`src/rtl/sqrt_pkg.sv`:
```
// -----------------------------------------------------------------------------
// sqrt_pkg
// Shared geometry helpers for the pipelined integer square root (sqrt_pipe_hs).
//   sqrt_out_width(w)          : root width for a w-bit radicand, ceil(w/2)
//   sqrt_stages(w, ips)        : number of pipeline registers for ips
//                                iterations per stage
//   sqrt_stage_iters(wo,ips,k) : iterations performed by stage k (the last
//                                stage takes whatever is left over)
// -----------------------------------------------------------------------------
package sqrt_pkg;

  function automatic int sqrt_out_width(input int w);
    return (w + 1) / 2;
  endfunction

  function automatic int sqrt_stages(input int w, input int ips);
    return (sqrt_out_width(w) + ips - 1) / ips;
  endfunction

  function automatic int sqrt_stage_iters(input int wo, input int ips, input int k);
    int left;
    left = wo - k * ips;
    return (left < ips) ? left : ips;
  endfunction

endpackage

```
`src/rtl/sqrt_pipe_stage.sv`:
```
// -----------------------------------------------------------------------------
// sqrt_pipe_stage
// One register slice of the square-root pipeline: ITERS restoring
// digit-recurrence iterations (two radicand bits each, MSB first) followed by
// the payload register. The stage loads whenever i_adv is high; otherwise
// every field holds.
// Optional macro SQRT_PIPE_ROUND_EN: the last stage rounds the root half-up
// (saturating) before registering it; the remainder stays the floor one.
// Ports:
//   clk, rst_n            clock, synchronous active-low reset
//   i_adv                 stage may load (empty or its successor advances)
//   i_valid, i_root,
//   i_rem, i_rad, i_tag   payload from the previous stage / block input
//   o_valid, o_root,
//   o_rem, o_rad, o_tag   registered payload of this stage
// -----------------------------------------------------------------------------
module sqrt_pipe_stage #(
  parameter int WO      = 8,
  parameter int ITERS   = 1,
  parameter int TW      = 1,
  parameter bit IS_LAST = 1'b0
) (
  input  logic            clk,
  input  logic            rst_n,
  input  logic            i_adv,
  input  logic            i_valid,
  input  logic [WO-1:0]   i_root,
  input  logic [WO+1:0]   i_rem,
  input  logic [2*WO-1:0] i_rad,
  input  logic [TW-1:0]   i_tag,
  output logic            o_valid,
  output logic [WO-1:0]   o_root,
  output logic [WO+1:0]   o_rem,
  output logic [2*WO-1:0] o_rad,
  output logic [TW-1:0]   o_tag
);

  localparam int SW = 2 * WO;
  localparam int RW = WO + 2;

  logic [WO-1:0] w_root;
  logic [WO-1:0] w_root_out;
  logic [RW-1:0] w_rem;
  logic [SW-1:0] w_rad;
  logic [RW+1:0] w_sh;
  logic [RW+1:0] w_trial;
  logic [RW+1:0] w_diff;

  logic          r_valid;
  logic [WO-1:0] r_root;
  logic [RW-1:0] r_rem;
  logic [SW-1:0] r_rad;
  logic [TW-1:0] r_tag;

  // Restoring recurrence. The partial remainder never exceeds twice the
  // partial root, so dropping the top two bits of the shifted remainder
  // or of the difference never loses information.
  always_comb begin
    w_root  = i_root;
    w_rem   = i_rem;
    w_rad   = i_rad;
    w_sh    = '0;
    w_trial = '0;
    w_diff  = '0;
    for (int i = 0; i < ITERS; i++) begin
      w_sh    = {w_rem, w_rad[SW-1 -: 2]};
      w_trial = {2'b00, w_root, 2'b01};
      w_diff  = w_sh - w_trial;
      w_rad   = w_rad << 2;
      w_root  = w_root << 1;
      if (w_sh >= w_trial) begin
        w_rem     = w_diff[RW-1:0];
        w_root[0] = 1'b1;
      end else begin
        w_rem = w_sh[RW-1:0];
      end
    end
  end

`ifdef SQRT_PIPE_ROUND_EN
  // Round half-up: rem > root means radicand >= (root + 0.5)^2 in integers.
  // An all-ones root stays put rather than wrapping.
  always_comb begin
    w_root_out = w_root;
    if (IS_LAST && ({2'b00, w_root} < w_rem) && !(&w_root)) begin
      w_root_out = w_root + WO'(1);
    end
  end
`else
  assign w_root_out = w_root;
`endif

  // ---- stage register ----
  always_ff @(posedge clk) begin
    if (!rst_n) begin
      r_valid <= 1'b0;
      r_root  <= '0;
      r_rem   <= '0;
      r_rad   <= '0;
      r_tag   <= '0;
    end else if (i_adv) begin
      r_valid <= i_valid;
      r_root  <= w_root_out;
      r_rem   <= w_rem;
      // every radicand bit has been consumed once the last stage is reached
      r_rad   <= IS_LAST ? '0 : w_rad;
      r_tag   <= i_tag;
    end
  end

  assign o_valid = r_valid;
  assign o_root  = r_root;
  assign o_rem   = r_rem;
  assign o_rad   = r_rad;
  assign o_tag   = r_tag;

endmodule

```
`src/rtl/sqrt_pipe_hs.sv`:
```
// -----------------------------------------------------------------------------
// sqrt_pipe_hs
// Pipelined integer square root with ready/valid handshakes and bubble
// collapsing. Returns floor(sqrt(radicand)) and radicand - root^2, plus the
// sideband tag that travelled with the operand. Latency is STAGES cycles,
// throughput one result per cycle.
// Optional macro SQRT_PIPE_ROUND_EN: out_root is rounded half-up (saturating);
// out_rem still reports the floor remainder.
// Ports:
//   clk, rst_n     clock, synchronous active-low reset
//   in_valid       radicand offered
//   in_ready       block accepts (combinational from out_ready and valid bits)
//   in_radicand    unsigned operand, WIDTH_INPUT bits
//   in_tag         sideband tag, TAG_WIDTH bits
//   out_valid      result available
//   out_ready      consumer accepts
//   out_root       root, ceil(WIDTH_INPUT/2) bits
//   out_rem        floor remainder, one bit wider than the root
//   out_tag        tag of the returned operand
// -----------------------------------------------------------------------------
module sqrt_pipe_hs
  import sqrt_pkg::*;
#(
  parameter int WIDTH_INPUT     = 16,
  parameter int ITERS_PER_STAGE = 1,
  parameter int TAG_WIDTH       = 1
) (
  input  logic                                  clk,
  input  logic                                  rst_n,
  input  logic                                  in_valid,
  output logic                                  in_ready,
  input  logic [WIDTH_INPUT-1:0]                in_radicand,
  input  logic [TAG_WIDTH-1:0]                  in_tag,
  output logic                                  out_valid,
  input  logic                                  out_ready,
  output logic [sqrt_out_width(WIDTH_INPUT)-1:0] out_root,
  output logic [sqrt_out_width(WIDTH_INPUT):0]   out_rem,
  output logic [TAG_WIDTH-1:0]                  out_tag
);

  localparam int WIDTH_OUTPUT = sqrt_out_width(WIDTH_INPUT);
  localparam int STAGES       = sqrt_stages(WIDTH_INPUT, ITERS_PER_STAGE);
  localparam int SW           = 2 * WIDTH_OUTPUT;
  localparam int RW           = WIDTH_OUTPUT + 2;

  // Index 0 is the block input; index k+1 is the register of stage k.
  logic [STAGES:0]         w_vld;
  logic [STAGES:0]         w_adv;
  logic [WIDTH_OUTPUT-1:0] w_root [0:STAGES];
  logic [RW-1:0]           w_rem  [0:STAGES];
  logic [SW-1:0]           w_rad  [0:STAGES];
  logic [TAG_WIDTH-1:0]    w_tag  [0:STAGES];
  logic [SW-1:0]           w_rad_in;

  // Odd radicand widths get one zero bit on top so bits pair up evenly.
  always_comb begin
    w_rad_in                  = '0;
    w_rad_in[WIDTH_INPUT-1:0] = in_radicand;
  end

  assign w_vld[0]  = in_valid;
  assign w_root[0] = '0;
  assign w_rem[0]  = '0;
  assign w_rad[0]  = w_rad_in;
  assign w_tag[0]  = in_tag;

  // Advance chain, resolved from the output end: a stage may load when it is
  // empty or when its contents move on. w_adv[k] is the load enable of stage
  // k; w_adv[STAGES] is the output handshake.
  always_comb begin
    w_adv         = '0;
    w_adv[STAGES] = !w_vld[STAGES] || out_ready;
    for (int k = STAGES - 1; k >= 0; k--) begin
      w_adv[k] = !w_vld[k+1] || w_adv[k+1];
    end
  end

  assign in_ready = w_adv[0];

  for (genvar k = 0; k < STAGES; k++) begin : g_stage
    localparam int NIT = sqrt_stage_iters(WIDTH_OUTPUT, ITERS_PER_STAGE, k);
    sqrt_pipe_stage #(
      .WO      (WIDTH_OUTPUT),
      .ITERS   (NIT),
      .TW      (TAG_WIDTH),
      .IS_LAST (k == STAGES - 1)
    ) u_stage (
      .clk     (clk),
      .rst_n   (rst_n),
      .i_adv   (w_adv[k]),
      .i_valid (w_vld[k]),
      .i_root  (w_root[k]),
      .i_rem   (w_rem[k]),
      .i_rad   (w_rad[k]),
      .i_tag   (w_tag[k]),
      .o_valid (w_vld[k+1]),
      .o_root  (w_root[k+1]),
      .o_rem   (w_rem[k+1]),
      .o_rad   (w_rad[k+1]),
      .o_tag   (w_tag[k+1])
    );
  end

  // The final stage registers are the outputs; the remainder fits one bit
  // above the root width.
  assign out_valid = w_vld[STAGES];
  assign out_root  = w_root[STAGES];
  assign out_rem   = w_rem[STAGES][WIDTH_OUTPUT:0];
  assign out_tag   = w_tag[STAGES];

endmodule

```
`config.mk`:
```
export PLATFORM = sky130hd
export DESIGN_NAME = sqrt_pipe_hs
export DESIGN_NICKNAME = d
export VERILOG_FILES = /design/src/rtl/sqrt_pkg.sv /design/src/rtl/sqrt_pipe_stage.sv /design/src/rtl/sqrt_pipe_hs.sv
export SDC_FILE = /design/constraint.sdc
export NUM_CORES = 1
export LEC_CHECK = 0
export BUFFER_PORTS_ARGS = -buffer_cell sky130_fd_sc_hd__buf_2
export CAP_MARGIN = 20
export CORE_MARGIN = 5
export CORE_UTILIZATION = 25
export CTS_BUF_LIST = sky130_fd_sc_hd__clkbuf_8
export DETAILED_ROUTE_END_ITERATION = 10
export PLACE_DENSITY = 0.48
export SLEW_MARGIN = 20
export SYNTH_ARGS = -nofsm -noshare
export SYNTH_HDL_FRONTEND = slang
export SYNTH_SLANG_ARGS = --single-unit
```
`constraint.sdc`:
```
create_clock -name clk -period 3.85 [get_ports clk]
set_input_delay 0.385 -clock clk [delete_from_list [all_inputs] [get_ports clk]]
set_output_delay 0.385 -clock clk [all_outputs]
set_load 0.1 [all_outputs]
```
==> metrics.csv <==
stage,metric,value,unit
status,status,finished clean,
yosys,Synth Flop Type,dfxtp_1,
yosys,compound-cell area share of the yosys netlist,0.198,
route,antenna-violating nets left,0,
global_routing,vias in the first global route,6951,
pwr,maximum vdd drop,0.372,mV
yosys,Synth Area in XOR/XNOR,0.0331,
run,maxcap violations,0,
route,wire per inst,12.7,um
clocking,clock latency on the worst-skew pair,0.46,ns
place,PortBufs,40,
final_layout,"commonest non-fill, non-tap cells in the layout","233 x nand2_1, 180 x dfxtp_1, 149 x a21oi_1, 82 x nor2_1, 58 x o21ai_0",
setup_path,Worst Path Max Fanout,21,
yosys,"FFs w/ async S/R, synth",0,
clocking,"CTS clk-pin slew, worst paths",0.09,ns
clocking,CTS tree,done,
floorplanning,Core Rows,68,
pwr,Pwr Total,6.23,mW
global_routing,first-pass GRT wire length,34.6,mm
final_layout,post-route cell area,9710,um2
hold_path,hold path cells,3,
setup_path,CP arrival,2.66,ns
yosys,"Seq/Total Area, Yosys",0.413,
final_layout,n_diodes,0,
floorplanning,Die Height,197,um
setup_path,critical setup path kind,flop to output pin,
yosys,Syn Nets,1176,
final_layout,area delta synth->final,11.2,%
yosys,mux share of post-synthesis cell area,0.0224,
route,vias per inst,4.55,
clocking,Post-CTS Hold Buffers,0,
clocking,Root Driver,clkbuf_8,
final_layout,Storage cell area,3600,um2
floorplanning,Starting Density,0.253,
timing,Slew HR,0.340,
yosys,"Avg Cell Area, Syn",7.86,um2
clocking,Sink Count,180,
final_layout,share of layout cells above drive strength 1,0.0848,
floorplanning,core area,34500,um2
yosys,synthesized cell area,8730,um2
timing,fin. max-slew vios,0,
clocking,CTS H-tree depth,4,
timing,Final setup viols,0,
hold_path,Hold WC Path Type,input pin to flop,
final_layout,"commonest non-fill, non-tap cell in the layout",nand2_1,
yosys,Post-Synth Simple-Gate Area,0.217,
clocking,Resize count post-CTS,0,
floorplanning,DIE AREA,38800,um2
clocking,Clock Tree Buf Depth,2,
route,Vias,7222,
timing,RSZ-0062 raised after global routing,no,
timing,FMAX,328,MHz
setup_path,Worst R2R Path Depth,7,
timing,crit path time final,3.05,ns
route,WL final,20.2,mm
global_routing,GRT Util Overall,0.106,
yosys,"EDFF count, synth",0,
setup_path,Critical Path RT,3.46,ns
pwr,PwrDens,641,nW/um2
yosys,Synth Area in Adders,0.0631,
final_layout,Fill cells,3897,
route,1st-iter DRT viols,329,
route,DRC,0,
yosys,largest family of logic cells by synthesized area,simple AND/OR/NAND/NOR gates,
final_layout,Multi-input gate area,4660,um2
yosys,register bit total from synthesis,180,
global_routing,initial antenna violation count,0,
final_layout,fin cells,1587,
place,gp weighted congestion,0.826,
timing,worst-margin pin slew,0.988,ns
place,placed cell area,9330,um2
place,placed insts,1558,
final_layout,NumNets Final,1187,
yosys,Syn. warnings,0,
floorplanning,Top Ports,41,
setup_path,Worst setup SP type,flop,
timing,Fin Hold WS,0.148,ns
timing,Hold Fails Final Rpt,0,
timing,worst-case clock skew,0.0163,ns
clocking,setup bufs post-CTS,0,
place,HPWL Detailed,14.6,mm
global_routing,"Remaining Overflow, GRT",0,
clocking,CTS Buf Count,17,
yosys,Post-Synthesis Cells,1111,
yosys,Yosys cell types,65,
pwr,Leak,3.69,nW
timing,Final Cycle Share,0.792,
route,Initial DRT Pass Iterations,4,
setup_path,Worst setup EP type,output pin,
global_routing,largest net degree at the start of global routing,56,
floorplanning,Die X,197,um
timing,final setup TNS,0,ns
cells in the mapped netlist (4+ instances only):
| library cell | count | area (um2) |
|---|---|---|
| a311oi_1 | 5 | 43.8 |
| clkbuf_1 | 39 | 146 |
| nor2_1 | 82 | 308 |
| inv_1 | 52 | 195 |
| a31oi_1 | 5 | 31.3 |
| nor4_1 | 5 | 31.3 |
| o21ai_1 | 4 | 20.0 |
| a21oi_1 | 149 | 746 |
| nand3_1 | 27 | 135 |
| o21ai_0 | 58 | 290 |
| mux2_2 | 4 | 45.0 |
| mux2i_1 | 15 | 150 |
| o31a_1 | 4 | 35.0 |
| o211ai_1 | 4 | 30.0 |
| ha_1 | 44 | 551 |
| or3_1 | 10 | 62.6 |
| buf_2 | 11 | 55.1 |
| nand3b_1 | 5 | 37.5 |
| xnor2_1 | 23 | 201 |
| nand2_1 | 233 | 875 |
| a211oi_1 | 27 | 203 |
| dfxtp_1 | 180 | 3600 |
| o21a_1 | 17 | 128 |
| xor2_1 | 10 | 87.6 |
| nand2b_1 | 5 | 31.3 |
| nor3_1 | 26 | 130 |
| nor2b_1 | 13 | 81.3 |
registers in the layout (all words and copies together), names as in the netlist:
register	cells
g_stage.u_stage.o_tag	8
g_stage.u_stage.o_rem	72
g_stage.u_stage.o_root	36
g_stage.u_stage.o_rad	56
g_stage.u_stage.o_valid	8
per-layer routing:
metal | up-vias | global-route usage | part of all wire
met4 | 0 | 0.0231 | 0.0077
met1 | 3322 | 0.149 | 0.53
li1 | 3834 | - | -
met2 | 57 | 0.168 | 0.44
met5 | - | 0 | 0
met3 | 9 | 0.0222 | 0.023
cell families after synthesis:
group           after synthesis
compound gates              294
xor+xnor                     33
fa+ha+maj                    44
buf+inv                     111
flops                       180
mux                          19
simple gates                430
metrics by stage:
stage	utilization	worst slack (ns)
2_1_floorplan	-	1.20
3_3_place_gp	0.270	0.741
4_1_cts	0.281	0.734
5_1_grt	0.281	0.493
3_5_place_dp	0.270	0.703
6_report	0.281	0.801
area by class of cell:
| cell class | count | area share |
|---|---|---|
| multi-input combinational | 820 | 0.480 |
| clock buffer | 20 | 0.0284 |
| tap | 455 | 0.0586 |
| timing repair buffer | 50 | 0.0296 |
| sequential | 180 | 0.371 |
| inverter | 53 | 0.0213 |
| clock inverter | 9 | 0.0111 |
worst max-delay path, stage by stage, from the launching register on:
cell and delay (ns):
dfxtp_1 0.33, and4b_1 0.20, buf_4 0.19, and3_1 0.19, buf_4 0.20, and3_1 0.23
and2_4 0.25, inv_6 0.15, buf_2 0.44
path summary, 6_finish.rpt:
| path | from | to | slack [ns] |
|---|---|---|---|
| hold / removal | in_valid | g_stage[0].u_stage.o_valid | 0.15 |
| setup reg to reg | g_stage[6].u_stage.o_valid | g_stage[1].u_stage.o_rem[3] | 0.91 |
| hold reg to reg | g_stage[4].u_stage.o_rad[12] | g_stage[4].u_stage.o_rad[12] | 0.45 |
| setup / recovery | g_stage[5].u_stage.o_valid | in_ready | 0.80 |
power breakdown:
part / switching [mW] / leakage (nW) / total [mW] / internal, mW
clock network: 0.671 / 0.186 / 1.29 / 0.615
logic: 1.52 / 2.02 / 2.55 / 1.03
registers: 0.228 / 1.48 / 2.39 / 2.16
total: 2.42 / 3.69 / 6.23 / 3.80
(Power assumes the default switching activity.)
